`src/rtl/rv_exec_pkg.sv`:
```
// Shared types and constants for the RV32I/M execute stage.
package rv_exec_pkg;

  // Bit 4 marks an M-extension op; for those the low three bits are funct3.
  typedef enum logic [4:0] {
    OP_ADD    = 5'b00000,
    OP_SUB    = 5'b00001,
    OP_SLL    = 5'b00010,
    OP_SLT    = 5'b00011,
    OP_SLTU   = 5'b00100,
    OP_XOR    = 5'b00101,
    OP_SRL    = 5'b00110,
    OP_SRA    = 5'b00111,
    OP_OR     = 5'b01000,
    OP_AND    = 5'b01001,
    OP_MUL    = 5'b10000,
    OP_MULH   = 5'b10001,
    OP_MULHSU = 5'b10010,
    OP_MULHU  = 5'b10011,
    OP_DIV    = 5'b10100,
    OP_DIVU   = 5'b10101,
    OP_REM    = 5'b10110,
    OP_REMU   = 5'b10111
  } op_e;

  typedef enum logic [1:0] {
    ST_IDLE,
    ST_MUL,
    ST_DIV,
    ST_FIN
  } state_e;

  localparam logic [1:0] ALUOP_ADD    = 2'b00;
  localparam logic [1:0] ALUOP_BRANCH = 2'b01;
  localparam logic [1:0] ALUOP_ALU    = 2'b10;
  localparam logic [1:0] ALUOP_MEXT   = 2'b11;

  localparam logic [2:0] F3_ADD  = 3'b000;
  localparam logic [2:0] F3_SLL  = 3'b001;
  localparam logic [2:0] F3_SLT  = 3'b010;
  localparam logic [2:0] F3_SLTU = 3'b011;
  localparam logic [2:0] F3_XOR  = 3'b100;
  localparam logic [2:0] F3_SR   = 3'b101;
  localparam logic [2:0] F3_OR   = 3'b110;
  localparam logic [2:0] F3_AND  = 3'b111;

  function automatic logic is_m_op(input op_e op);
    return op[4];
  endfunction

endpackage

```
`src/rtl/rv_exec_unit_if.sv`:
```
// Issue/result bundle between control decode, the execute stage and writeback.
interface rv_exec_unit_if #(parameter int WIDTH = 32);
  logic             flush;
  logic             in_valid;
  logic             in_ready;
  logic [1:0]       ALUOp;
  logic [2:0]       funct3;
  logic             funct7_5;
  logic             op5;
  logic [WIDTH-1:0] SrcA;
  logic [WIDTH-1:0] SrcB;
  logic             out_valid;
  logic [WIDTH-1:0] ALUResult;
  logic             Zero;

  modport master (
    output flush, in_valid, ALUOp, funct3, funct7_5, op5, SrcA, SrcB,
    input  in_ready, out_valid, ALUResult, Zero
  );

  modport slave (
    input  flush, in_valid, ALUOp, funct3, funct7_5, op5, SrcA, SrcB,
    output in_ready, out_valid, ALUResult, Zero
  );
endinterface

```
`src/rtl/rv_muldiv_iter.sv`:
```
// Bit-serial multiply (shift-add) and restoring divide on magnitudes, with sign fixup.
module rv_muldiv_iter
  import rv_exec_pkg::*;
#(
  parameter int WIDTH = 32
) (
  input  logic             clk,
  input  logic             rst_n,
  input  logic             start,
  input  logic             abort,
  input  op_e              op,
  input  logic [WIDTH-1:0] a,
  input  logic [WIDTH-1:0] b,
  output logic             done,
  output logic [WIDTH-1:0] result
);
  localparam int CW = $clog2(WIDTH) + 1;

  logic               busy_q;
  logic [CW-1:0]      cnt_q;
  op_e                op_q;
  logic               a_neg_q, b_neg_q, b_zero_q;
  logic [WIDTH-1:0]   a_q, opnd_q;
  logic [2*WIDTH-1:0] acc_q, mul_next, div_next, prod;
  logic [WIDTH:0]     mul_sum, trial;
  logic [WIDTH-1:0]   quot, rem;
  logic               a_signed, b_signed, a_neg, b_neg;
  logic [WIDTH-1:0]   a_mag, b_mag;

  assign a_signed = (op == OP_MUL) || (op == OP_MULH) || (op == OP_MULHSU) ||
                    (op == OP_DIV) || (op == OP_REM);
  assign b_signed = (op == OP_MUL) || (op == OP_MULH) || (op == OP_DIV) || (op == OP_REM);
  assign a_neg    = a_signed && a[WIDTH-1];
  assign b_neg    = b_signed && b[WIDTH-1];
  assign a_mag    = a_neg ? -a : a;
  assign b_mag    = b_neg ? -b : b;

  // Low half of acc starts as |a| for both: multiplier bits or dividend bits.
  assign mul_sum  = {1'b0, acc_q[2*WIDTH-1:WIDTH]} + (acc_q[0] ? {1'b0, opnd_q} : '0);
  assign mul_next = {mul_sum, acc_q[WIDTH-1:1]};
  assign trial    = acc_q[2*WIDTH-1:WIDTH-1] - {1'b0, opnd_q};
  assign div_next = trial[WIDTH] ? {acc_q[2*WIDTH-2:0], 1'b0}
                                 : {trial[WIDTH-1:0], acc_q[WIDTH-2:0], 1'b1};

  assign done = busy_q && (cnt_q == CW'(1));

  always_ff @(posedge clk or negedge rst_n) begin
    if (!rst_n) begin
      busy_q   <= 1'b0;
      cnt_q    <= '0;
      op_q     <= OP_MUL;
      a_neg_q  <= 1'b0;
      b_neg_q  <= 1'b0;
      b_zero_q <= 1'b0;
      a_q      <= '0;
      opnd_q   <= '0;
      acc_q    <= '0;
    end else if (abort) begin
      busy_q <= 1'b0;
    end else if (start) begin
      busy_q   <= 1'b1;
      cnt_q    <= CW'(WIDTH);
      op_q     <= op;
      a_neg_q  <= a_neg;
      b_neg_q  <= b_neg;
      b_zero_q <= (b == '0);
      a_q      <= a;
      opnd_q   <= b_mag;
      acc_q    <= {{WIDTH{1'b0}}, a_mag};
    end else if (busy_q) begin
      acc_q <= op_q[2] ? div_next : mul_next;
      cnt_q <= cnt_q - CW'(1);
      if (cnt_q == CW'(1)) busy_q <= 1'b0;
    end
  end

  assign prod = (a_neg_q ^ b_neg_q) ? -acc_q : acc_q;
  assign quot = (a_neg_q ^ b_neg_q) ? -acc_q[WIDTH-1:0] : acc_q[WIDTH-1:0];
  assign rem  = a_neg_q ? -acc_q[2*WIDTH-1:WIDTH] : acc_q[2*WIDTH-1:WIDTH];

  always_comb begin
    result = '0;
    case (op_q)
      OP_MUL:                        result = prod[WIDTH-1:0];
      OP_MULH, OP_MULHSU, OP_MULHU:  result = prod[2*WIDTH-1:WIDTH];
      OP_DIV, OP_DIVU:               result = b_zero_q ? '1 : quot;
      OP_REM, OP_REMU:               result = b_zero_q ? a_q : rem;
      default:                       result = '0;
    endcase
  end
endmodule

```
`src/rtl/rv_exec_unit.sv`:
```
// Execute stage: op decode, single-cycle base ALU, iterative M-extension sequencing.
//   state   | meaning
//   IDLE    | accepting ops; base ops complete here in one cycle
//   MUL     | shift-add multiply iterating
//   DIV     | restoring divide iterating
//   FIN     | sign fixup done, result registered on leaving
module rv_exec_unit
  import rv_exec_pkg::*;
#(
  parameter int WIDTH = 32
) (
  input logic           clk,
  input logic           rst_n,
  rv_exec_unit_if.slave bus
);
  localparam int SHW = $clog2(WIDTH);

  op_e              op;
  state_e           state_q, state_d;
  logic             in_ready, accept, m_start, mdu_done;
  logic [SHW-1:0]   shamt;
  logic [WIDTH-1:0] alu_res, mdu_res, res_d, res_q;
  logic             out_valid_d, out_valid_q, zero_q;

  assign shamt   = bus.SrcB[SHW-1:0];
  assign accept  = bus.in_valid && in_ready;
  assign m_start = accept && is_m_op(op);

  always_comb begin
    op = OP_ADD;
    case (bus.ALUOp)
      ALUOP_ADD:    op = OP_ADD;
      ALUOP_BRANCH: begin
        case (bus.funct3[2:1])
          2'b00:   op = OP_SUB;
          2'b10:   op = OP_SLT;
          2'b11:   op = OP_SLTU;
          default: op = OP_ADD;
        endcase
      end
      ALUOP_ALU: begin
        case (bus.funct3)
          F3_ADD:  op = (bus.op5 && bus.funct7_5) ? OP_SUB : OP_ADD;
          F3_SLL:  op = OP_SLL;
          F3_SLT:  op = OP_SLT;
          F3_SLTU: op = OP_SLTU;
          F3_XOR:  op = OP_XOR;
          F3_SR:   op = bus.funct7_5 ? OP_SRA : OP_SRL;
          F3_OR:   op = OP_OR;
          F3_AND:  op = OP_AND;
          default: op = OP_ADD;
        endcase
      end
      ALUOP_MEXT:   op = op_e'({2'b10, bus.funct3});
      default:      op = OP_ADD;
    endcase
  end

  always_comb begin
    alu_res = '0;
    case (op)
      OP_ADD:  alu_res = bus.SrcA + bus.SrcB;
      OP_SUB:  alu_res = bus.SrcA - bus.SrcB;
      OP_SLL:  alu_res = bus.SrcA << shamt;
      OP_SLT:  alu_res = {{(WIDTH-1){1'b0}}, $signed(bus.SrcA) < $signed(bus.SrcB)};
      OP_SLTU: alu_res = {{(WIDTH-1){1'b0}}, bus.SrcA < bus.SrcB};
      OP_XOR:  alu_res = bus.SrcA ^ bus.SrcB;
      OP_SRL:  alu_res = bus.SrcA >> shamt;
      OP_SRA:  alu_res = $unsigned($signed(bus.SrcA) >>> shamt);
      OP_OR:   alu_res = bus.SrcA | bus.SrcB;
      OP_AND:  alu_res = bus.SrcA & bus.SrcB;
      default: alu_res = '0;
    endcase
  end

  rv_muldiv_iter #(.WIDTH(WIDTH)) u_muldiv (
    .clk    (clk),
    .rst_n  (rst_n),
    .start  (m_start),
    .abort  (bus.flush),
    .op     (op),
    .a      (bus.SrcA),
    .b      (bus.SrcB),
    .done   (mdu_done),
    .result (mdu_res)
  );

  always_ff @(posedge clk or negedge rst_n) begin
    if (!rst_n) state_q <= ST_IDLE;
    else        state_q <= state_d;
  end

  always_comb begin
    state_d = state_q;
    case (state_q)
      ST_IDLE:        if (m_start) state_d = op[2] ? ST_DIV : ST_MUL;
      ST_MUL, ST_DIV: begin
        if (bus.flush)     state_d = ST_IDLE;
        else if (mdu_done) state_d = ST_FIN;
      end
      ST_FIN:         state_d = ST_IDLE;
      default:        state_d = ST_IDLE;
    endcase
  end

  always_comb begin
    in_ready = (state_q == ST_IDLE) && !bus.flush;
  end

  // Result and Zero only move on a strobe, so writeback can sample them late.
  always_comb begin
    out_valid_d = 1'b0;
    res_d       = res_q;
    if (accept && !is_m_op(op)) begin
      out_valid_d = 1'b1;
      res_d       = alu_res;
    end else if ((state_q == ST_FIN) && !bus.flush) begin
      out_valid_d = 1'b1;
      res_d       = mdu_res;
    end
  end

  always_ff @(posedge clk or negedge rst_n) begin
    if (!rst_n) begin
      out_valid_q <= 1'b0;
      res_q       <= '0;
      zero_q      <= 1'b1;
    end else begin
      out_valid_q <= out_valid_d;
      res_q       <= res_d;
      zero_q      <= (res_d == '0);
    end
  end

  assign bus.in_ready  = in_ready;
  assign bus.out_valid = out_valid_q;
  assign bus.ALUResult = res_q;
  assign bus.Zero      = zero_q;
endmodule

```
`src/flat_wrapper.sv`:
```
// flat-port wrapper written by rule: the top's interface ports become plain ports
module rv_exec_unit_flat import rv_exec_pkg::*;
#(
  parameter int WIDTH = 32
)
  (clk, rst_n, bus_flush, bus_in_valid, bus_ALUOp, bus_funct3, bus_funct7_5, bus_op5, bus_SrcA, bus_SrcB, bus_in_ready, bus_out_valid, bus_ALUResult, bus_Zero);
  rv_exec_unit_if #(.WIDTH(WIDTH)) bus_i ();
  input logic clk;
  input logic rst_n;
  input wire logic [$bits(bus_i.flush)-1:0] bus_flush;
  input wire logic [$bits(bus_i.in_valid)-1:0] bus_in_valid;
  input wire logic [$bits(bus_i.ALUOp)-1:0] bus_ALUOp;
  input wire logic [$bits(bus_i.funct3)-1:0] bus_funct3;
  input wire logic [$bits(bus_i.funct7_5)-1:0] bus_funct7_5;
  input wire logic [$bits(bus_i.op5)-1:0] bus_op5;
  input wire logic [$bits(bus_i.SrcA)-1:0] bus_SrcA;
  input wire logic [$bits(bus_i.SrcB)-1:0] bus_SrcB;
  output wire logic [$bits(bus_i.in_ready)-1:0] bus_in_ready;
  output wire logic [$bits(bus_i.out_valid)-1:0] bus_out_valid;
  output wire logic [$bits(bus_i.ALUResult)-1:0] bus_ALUResult;
  output wire logic [$bits(bus_i.Zero)-1:0] bus_Zero;
  assign bus_i.flush = bus_flush;
  assign bus_i.in_valid = bus_in_valid;
  assign bus_i.ALUOp = bus_ALUOp;
  assign bus_i.funct3 = bus_funct3;
  assign bus_i.funct7_5 = bus_funct7_5;
  assign bus_i.op5 = bus_op5;
  assign bus_i.SrcA = bus_SrcA;
  assign bus_i.SrcB = bus_SrcB;
  assign bus_in_ready = bus_i.in_ready;
  assign bus_out_valid = bus_i.out_valid;
  assign bus_ALUResult = bus_i.ALUResult;
  assign bus_Zero = bus_i.Zero;
  rv_exec_unit #(.WIDTH(WIDTH)) u_core (.clk(clk), .rst_n(rst_n), .bus(bus_i));
endmodule
```
`config.mk`:
```
export PLATFORM = sky130hd
export DESIGN_NAME = rv_exec_unit_flat
export DESIGN_NICKNAME = d
export VERILOG_FILES = /design/src/rtl/rv_exec_pkg.sv /design/src/rtl/rv_exec_unit_if.sv /design/src/rtl/rv_muldiv_iter.sv /design/src/rtl/rv_exec_unit.sv /design/src/flat_wrapper.sv
export SDC_FILE = /design/constraint.sdc
export NUM_CORES = 1
export LEC_CHECK = 0
export ABC_AREA = 1
export BUFFER_PORTS_ARGS = -buffer_cell sky130_fd_sc_hd__buf_2
export CAP_MARGIN = 20
export CORE_UTILIZATION = 25
export DETAILED_ROUTE_END_ITERATION = 12
export PLACE_DENSITY_LB_ADDON = 0.05
export SLEW_MARGIN = 5
export SYNTH_ARGS = -nofsm -noshare
export SYNTH_HDL_FRONTEND = slang
export SYNTH_HIERARCHICAL = 1
export SYNTH_SLANG_ARGS = --single-unit
export TNS_END_PERCENT = 5
```
`constraint.sdc`:
```
create_clock -name clk -period 2.4 [get_ports clk]
set_input_delay 0.48 -clock clk [delete_from_list [all_inputs] [get_ports clk]]
set_output_delay 0.48 -clock clk [all_outputs]
set_load 0.05 [all_outputs]
```
Word-level counts from Yosys, hierarchy flattened
Cells that the tools add are included.
{"block": "word_totals", "word_cells": 139, "ff_bits": 179, "in_bits": 75}
{"block": "classes", "bitwise_logic": 5, "order_cmp": 2, "n_addsub": 10, "n_shift": 3, "n_reduce_logical": 32, "eq_ne": 40, "n_mux": 34}
{"op": "two-way mux 64 bit", "n": 5}
{"op": "case mux 32 bit (10 select lines)", "n": 1}
{"op": "two-way mux 32 bit", "n": 9}
{"op": "negator 32 bit", "n": 4}
{"op": "case mux 32 bit (4 select lines)", "n": 1}
{"op": "equality test 5 bit, second input constant", "n": 13}
{"op": "logical NOT 32 bit", "n": 2}
{"op": "< comparator 32 bit", "n": 2}
{"op": "negator 64 bit", "n": 1}
{"op": "case mux 5 bit (8 select lines)", "n": 1}
{"op": "adder 32 x 32 -> 33 bit", "n": 1}
{"op": "subtractor 33 x 32 -> 33 bit", "n": 1}
{"op": "adder 32 bit", "n": 1}
{"op": "AND 32 bit", "n": 1}
{"op": "bitwise OR 32 bit", "n": 1}
{"op": "left shift 32 x 5 -> 32 bit", "n": 1}
{"op": "right shift 32 x 5 -> 32 bit", "n": 1}
{"op": ">>> shifter 32 x 5 -> 32 bit", "n": 1}
{"op": "subtractor 32 bit", "n": 1}
{"op": "bitwise XOR 32 bit", "n": 1}
{"op": "equality test 5 x 3 -> 1 bit, second input constant", "n": 4}
{"op": "case mux 5 bit (4 select lines)", "n": 1}
{"op": "equality test 2 bit, second input constant", "n": 6}
{"op": "equality test 3 bit, second input constant", "n": 4}
{"op": "27 further kinds", "n": 62}

Longest topological paths before layout
{"block": "logic_depth", "ltp_word": 12, "depth_mapped": 27}

Hierarchy
The synthesis kept the hierarchy.
{"module": "rv_muldiv_iter", "cells_each": 3020, "seq_area_each_um2": 3579.7, "area_each_um2": 17157.7, "n_inst": 1}
{"module": "rv_exec_unit", "cells_each": 2640, "seq_area_each_um2": 902.1, "area_each_um2": 13202.7, "n_inst": 1}

Least setup slack after synthesis
No wires, ideal clock.
{"block": "synth_timing", "path_kind": "input to register", "start": "input bus_SrcB[2]", "end": "register u_core.zero_q, in the netlist u_core/bus.Zero", "path_slack_ps": -605, "required_ps": 2333, "n_path_buf": 4, "setup_time_ps": 67, "stages": 25, "arrival_ps": 2938, "path_cell_list": "buf_2 -> inv_1 -> buf_2 -> buf_1 -> ha_1 -> buf_2 -> nor2_1 -> nand2_1 -> nand3_1 -> nand2_1 -> nand2_1 -> nand2_1 -> nand2_1 -> nand2_1 -> nand2_1 -> nand2_1 -> nand3_1 -> nand3_1 -> nand2_1 -> nand2_1 -> nor2_1 -> nand2_1 -> nor2_1 -> nand2_1 -> nor2_1"}
{"block": "synth_via", "elab_chain_len": 4, "word_cells_on_any_way": 13, "cone_classes": "2 x add/sub; 2 x order compare; 3 x shift; 2 x mux; 3 x bitwise; 1 x reduce/logical"}
{"item": "start, declared", "line": "flat_wrapper.sv:17", "text": "input wire logic [$bits(bus_i.SrcB)-1:0] bus_SrcB;"}
{"item": "subtractor 32 bit (tied with other cells)", "line": "rv_exec_unit.sv:63", "text": "OP_SUB: alu_res = bus.SrcA - bus.SrcB;"}
{"item": "case mux 32 bit (10 select lines) *", "line": "rv_exec_unit.sv:61", "text": "case (op)"}
{"item": "two-way mux 32 bit *", "line": "rv_exec_unit.sv:114", "text": "if (accept && !is_m_op(op)) begin"}
{"item": "via u_core.res_d[31]", "line": "rv_exec_unit.sv:22", "text": "logic [WIDTH-1:0] alu_res, mdu_res, res_d, res_q;"}
{"item": "logical NOT 32 bit *", "line": "rv_exec_unit.sv:131", "text": "zero_q <= (res_d == '0);"}
{"item": "end signal, assigned", "line": "rv_exec_unit.sv:131"}
{"item": "end, declared", "line": "rv_exec_unit.sv:23", "text": "logic out_valid_d, out_valid_q, zero_q;"}
The timed path passes the listed nets; every way through them passes the cells marked *.
A chain may end at the register's enable or synchronous reset.

Worst setup path in the final report
{"block": "layout_timing", "start": "register u_core.u_muldiv.acc_q[0]", "end": "register u_core.zero_q, in the netlist u_core/bus.Zero"}
{"block": "layout_via", "elab_chain_len": 7, "word_cells_on_any_way": 9, "cone_classes": "2 x add/sub; 6 x mux; 1 x reduce/logical"}
{"item": "start, declared", "line": "rv_muldiv_iter.sv:24", "text": "logic [2*WIDTH-1:0] acc_q, mul_next, div_next, prod;"}
{"item": "start signal, assigned", "line": "rv_muldiv_iter.sv:69", "text": "acc_q <= {{WIDTH{1'b0}}, a_mag};"}
{"item": "start signal, assigned", "line": "rv_muldiv_iter.sv:71", "text": "acc_q <= op_q[2] ? div_next : mul_next;"}
{"item": "negator 32 bit", "line": "rv_muldiv_iter.sv:78", "text": "assign quot = (a_neg_q ^ b_neg_q) ? -acc_q[WIDTH-1:0] : acc_q[WIDTH-1:0];"}
{"item": "two-way mux 32 bit", "line": "rv_muldiv_iter.sv:78"}
{"item": "two-way mux 32 bit", "line": "rv_muldiv_iter.sv:86", "text": "OP_DIV, OP_DIVU: result = b_zero_q ? '1 : quot;"}
{"item": "case mux 32 bit (4 select lines) *", "line": "rv_muldiv_iter.sv:83", "text": "case (op_q)"}
{"item": "via u_core.mdu_res[5]", "line": "rv_exec_unit.sv:22"}
{"item": "two-way mux 32 bit *", "line": "rv_exec_unit.sv:117", "text": "end else if ((state_q == ST_FIN) && !bus.flush) begin"}
{"item": "two-way mux 32 bit *", "line": "rv_exec_unit.sv:114"}
{"item": "via u_core.res_d[5]", "line": "rv_exec_unit.sv:22"}
{"item": "logical NOT 32 bit *", "line": "rv_exec_unit.sv:131"}
Marks and branches as above.

==> results.json <==
{
  "status": "complete, but fails checks",
  "violations": "negative setup slack",
  "grt-ovfl-total": 0,
  "period_minus_slack_ns": 3.174,
  "powerDensity_mw_per_mm2": 1097,
  "area_growth_pct": 55.07,
  "setup_tns_ns": -20.39,
  "numCtsBuffers": 17,
  "ir_drop_uv": 670.6,
  "final_nets": 7322,
  "antenna_found_initial": 8,
  "async_flop_share": 1.000,
  "cp-start-kind": "flop",
  "htree_num_levels": 4,
  "ys_seq_area_frac": 0.1476,
  "start_util": 0.2527,
  "grt_pass1_wl_um": 289100,
  "std_cell_rows": 127,
  "grt_pass1_vias": 41195,
  "crit_chain": "buf_6 > nor3_4 > nand2_2 > nor2_4 > buf_6 > nand2_4 > nor2_4 > nand3_2 > nand2_1 > nand2_1 > nand3_2 > nand3b_1 > mux2_4 > nand2_1 > nand2_2 > nor2_2 > nand2_1 > nor2_1 > nand2_1 > nor2_1",
  "yosys_warnings": 6,
  "cp_slowest_cell": "dfrtp_2",
  "avgRoutedWirePerCell_um": 23.34,
  "hold_path.class": "input pin to flop",
  "finalClockSkew_ns": 0.02985,
  "synthCells": 5660,
  "arrival_ns": 3.64,
  "synth_edf_count": 0,
  "core_area_mm2": 0.1201,
  "synth_top_flop_cell": "dfrtp_1",
  "grt_start_max_net_pins": 63,
  "avgViaCountPerCell": 4.863,
  "cts_tree": "yes",
  "vias": 42312,
  "final.setup.worst_slack_ns": -0.7745,
  "syn-num-nets": 5909,
  "fp.dieW_um": 350.5,
  "drc_errors": 0,
  "place.gp.congestion": 1.019,
  "insertion_delay_ns": 0.54,
  "ant_nets": 0,
  "place_hpwl_um": 173500,
  "fin_crit_sh": 1.323,
  "worst_pin_slew_ns": 0.8299,
  "slew-limit-headroom": 0.4461,
  "setup_viol": 67,
  "track_usage": 0.3276,
  "drv_cap": 0,
  "endpoint_kind": "flop",
  "power_uw": 51630,
  "firstDrtPassIters": 6,
  "clk_pin_slew_worst_paths_ns": 0.10,
  "cts-root-buf": "clkbuf_16",
  "slew_violations": 0,
  "final_util": 0.3919,
  "fp.dieH_um": 350.5,
  "slowest_delay_ns": 0.45,
  "cp.required_ns": 2.86,
  "ioPinCount": 110,
  "path_max_fanout": 4,
  "drt-initial-drc-count": 3877,
  "max_freq_mhz": 315.0,
  "syn_area_mm2": 0.03036,
  "rsz0062_at_grt": "true",
  "drive_gt1_frac": 0.3126,
  "avgSynthCellArea_um2": 5.364,
  "cts_buffer_depth": 2,
  "cts_sinks": 179,
  "ys_types": 62,
  "p_leak_uw": 0.02526,
  "io_buffers": 109,
  "crit_top_cell": "nand2_1",
  "synth_seq_cells": 179,
  "worstSetupPathType": "flop to flop",
  "finalHoldViolations": 0,
  "routed_wl_um": 203100,
  "die-area_mm2": 0.1228
}
-- power breakdown --
part | internal, uW | leakage, uW | switching, uW
logic | 17800 | 0.0227 | 24500
clock network | 1400 | 0.000285 | 1670
registers | 4430 | 0.00225 | 1790
total | 23700 | 0.0253 | 28000
-- cell usage in the layout, fill, tap and decap left out, types with 94 or more instances in the layout --
cell type	count
nand2_1	1784
buf_4	1402
nand3_1	772
inv_1	728
nor2_1	488
o21ai_0	259
dfrtp_1	162
a21oi_1	156
ha_1	126
buf_2	108
nand2_2	94
-- synthesized netlist by cell type, types with 11 or more instances --
library cell,instances,area [um^2]
xor2_1,54,473.0
and2_1,16,100.1
a21oi_1,190,950.9
nand3b_1,20,150.1
nor3_1,59,295.3
nor2_1,577,2166
clkbuf_1,118,442.9
o21ai_0,304,1521
o211ai_1,28,210.2
xnor2_1,22,192.7
inv_2,11,41.29
nand2_1,1877,7046
ha_1,170,2127
a31oi_1,24,150.1
mux2_2,32,360.4
buf_6,13,146.4
nand3_1,838,4194
o21bai_1,24,180.2
o21ai_1,19,95.09
nand2_2,22,137.6
inv_1,774,2905
buf_1,30,112.6
buf_2,58,290.3
dfrtp_1,177,4429
nor2_4,12,135.1
nand4_1,73,456.7
-- critical path, delay by kind of cell (launching register included) --
kind          cells  cell delay, ns
flops             1            0.45
mux               1            0.38
simple gates     17            1.97
buf+inv           2            0.26
-- flip-flops by register name, indices dropped and copies added (netlist names) --
signal                    cells
u_core/bus.ALUResult         32
u_core/bus.Zero               1
u_core/bus.out_valid          1
u_core/state_q                2
u_core/u_muldiv/a_neg_q       1
u_core/u_muldiv/a_q          32
u_core/u_muldiv/acc_q        64
u_core/u_muldiv/b_neg_q       1
u_core/u_muldiv/b_zero_q      1
u_core/u_muldiv/busy_q        1
u_core/u_muldiv/cnt_q         6
u_core/u_muldiv/op_q          5
u_core/u_muldiv/opnd_q       32
-- cells by family (layout without fill, tap and decap cells) --
group,Yosys count,count (layout),synth area share
flops,179,179,0.1476
buf+inv,1015,2438,0.1314
simple gates,3551,3554,0.5004
other cells,0,3,0
fa+ha+maj,174,174,0.07270
xor+xnor,76,76,0.02192
compound gates,633,633,0.1141
mux,32,32,0.01187
-- repair_timing --
| item | CTS | global route |
|---|---|---|
| setup buffers | 26 | 24 |
| resized for setup | 269 | 328 |
| gates cloned | 5 | 1 |
| setup endpoints to repair | 78 | 143 |
| hold buffers | 1 | 0 |
| pin swaps | 59 | 88 |
| hold endpoints to repair | 43 | 0 |
-- worst paths after layout --
kind | startpoint | end | slack [ns] | depth (start not counted)
min reg2reg | u_core/u_muldiv/op_q[4]$_DFFE_PN1P_ | u_core/u_muldiv/op_q[4]$_DFFE_PN1P_ | 0.47 | 2
max reg2reg | u_core/u_muldiv/acc_q[0]$_DFFE_PN0P_ | u_core/bus.Zero$_DFF_PN1_ | -0.77 | 20
max | u_core/u_muldiv/acc_q[0]$_DFFE_PN0P_ | u_core/bus.Zero$_DFF_PN1_ | -0.77 | 20
min | bus_SrcB[27] | u_core/u_muldiv/opnd_q[27]$_DFFE_PN0P_ | 0.40 | 5
max in group asynchronous | rst_n | u_core/u_muldiv/acc_q[46]$_DFFE_PN0P_ | 1.23 | 3
min in group asynchronous | rst_n | u_core/u_muldiv/a_q[4]$_DFFE_PN0P_ | 0.49 | 2
-- per-stage QoR --
| step | instance area [um^2] | hold slack (ns) | cells | worst slack [ns] |
|---|---|---|---|---|
| after global placement | 43730 | 0.4559 | 8614 | -1.442 |
| after floorplan | 30610 | 0.1844 | 5660 | -0.1555 |
| after detailed placement | 43730 | 0.4634 | 8614 | -1.370 |
| after global routing | 47070 | 0.4463 | 8698 | -0.8632 |
| after CTS | 45720 | 0.3721 | 8678 | -0.6827 |
| final | 47080 | 0.4028 | 8701 | -0.7745 |
-- final cells by class --
cell class | instances | area (um^2)
Antenna cell | 3 | 7.507
Clock buffer | 18 | 429.2
Clock inverter | 14 | 161.4
Fill cell | 13588 | 73050
Inverter | 793 | 3005
Multi-Input combinational cell | 4469 | 24140
Sequential cell | 179 | 4503
Tap cell | 1612 | 2017
Timing Repair Buffer | 1613 | 12810
-- per-layer routing --
metal,wire [um],part of all wire,GRT usage,vias up
met4,13490,0.066,0.1883,4
met3,8898,0.044,0.02375,263
met5,34,0.00017,0,-
met1,87920,0.43,0.4220,19853
met2,92720,0.46,0.5377,1263
li1,-,-,-,20929
Power figures use the tool's default switching activity.
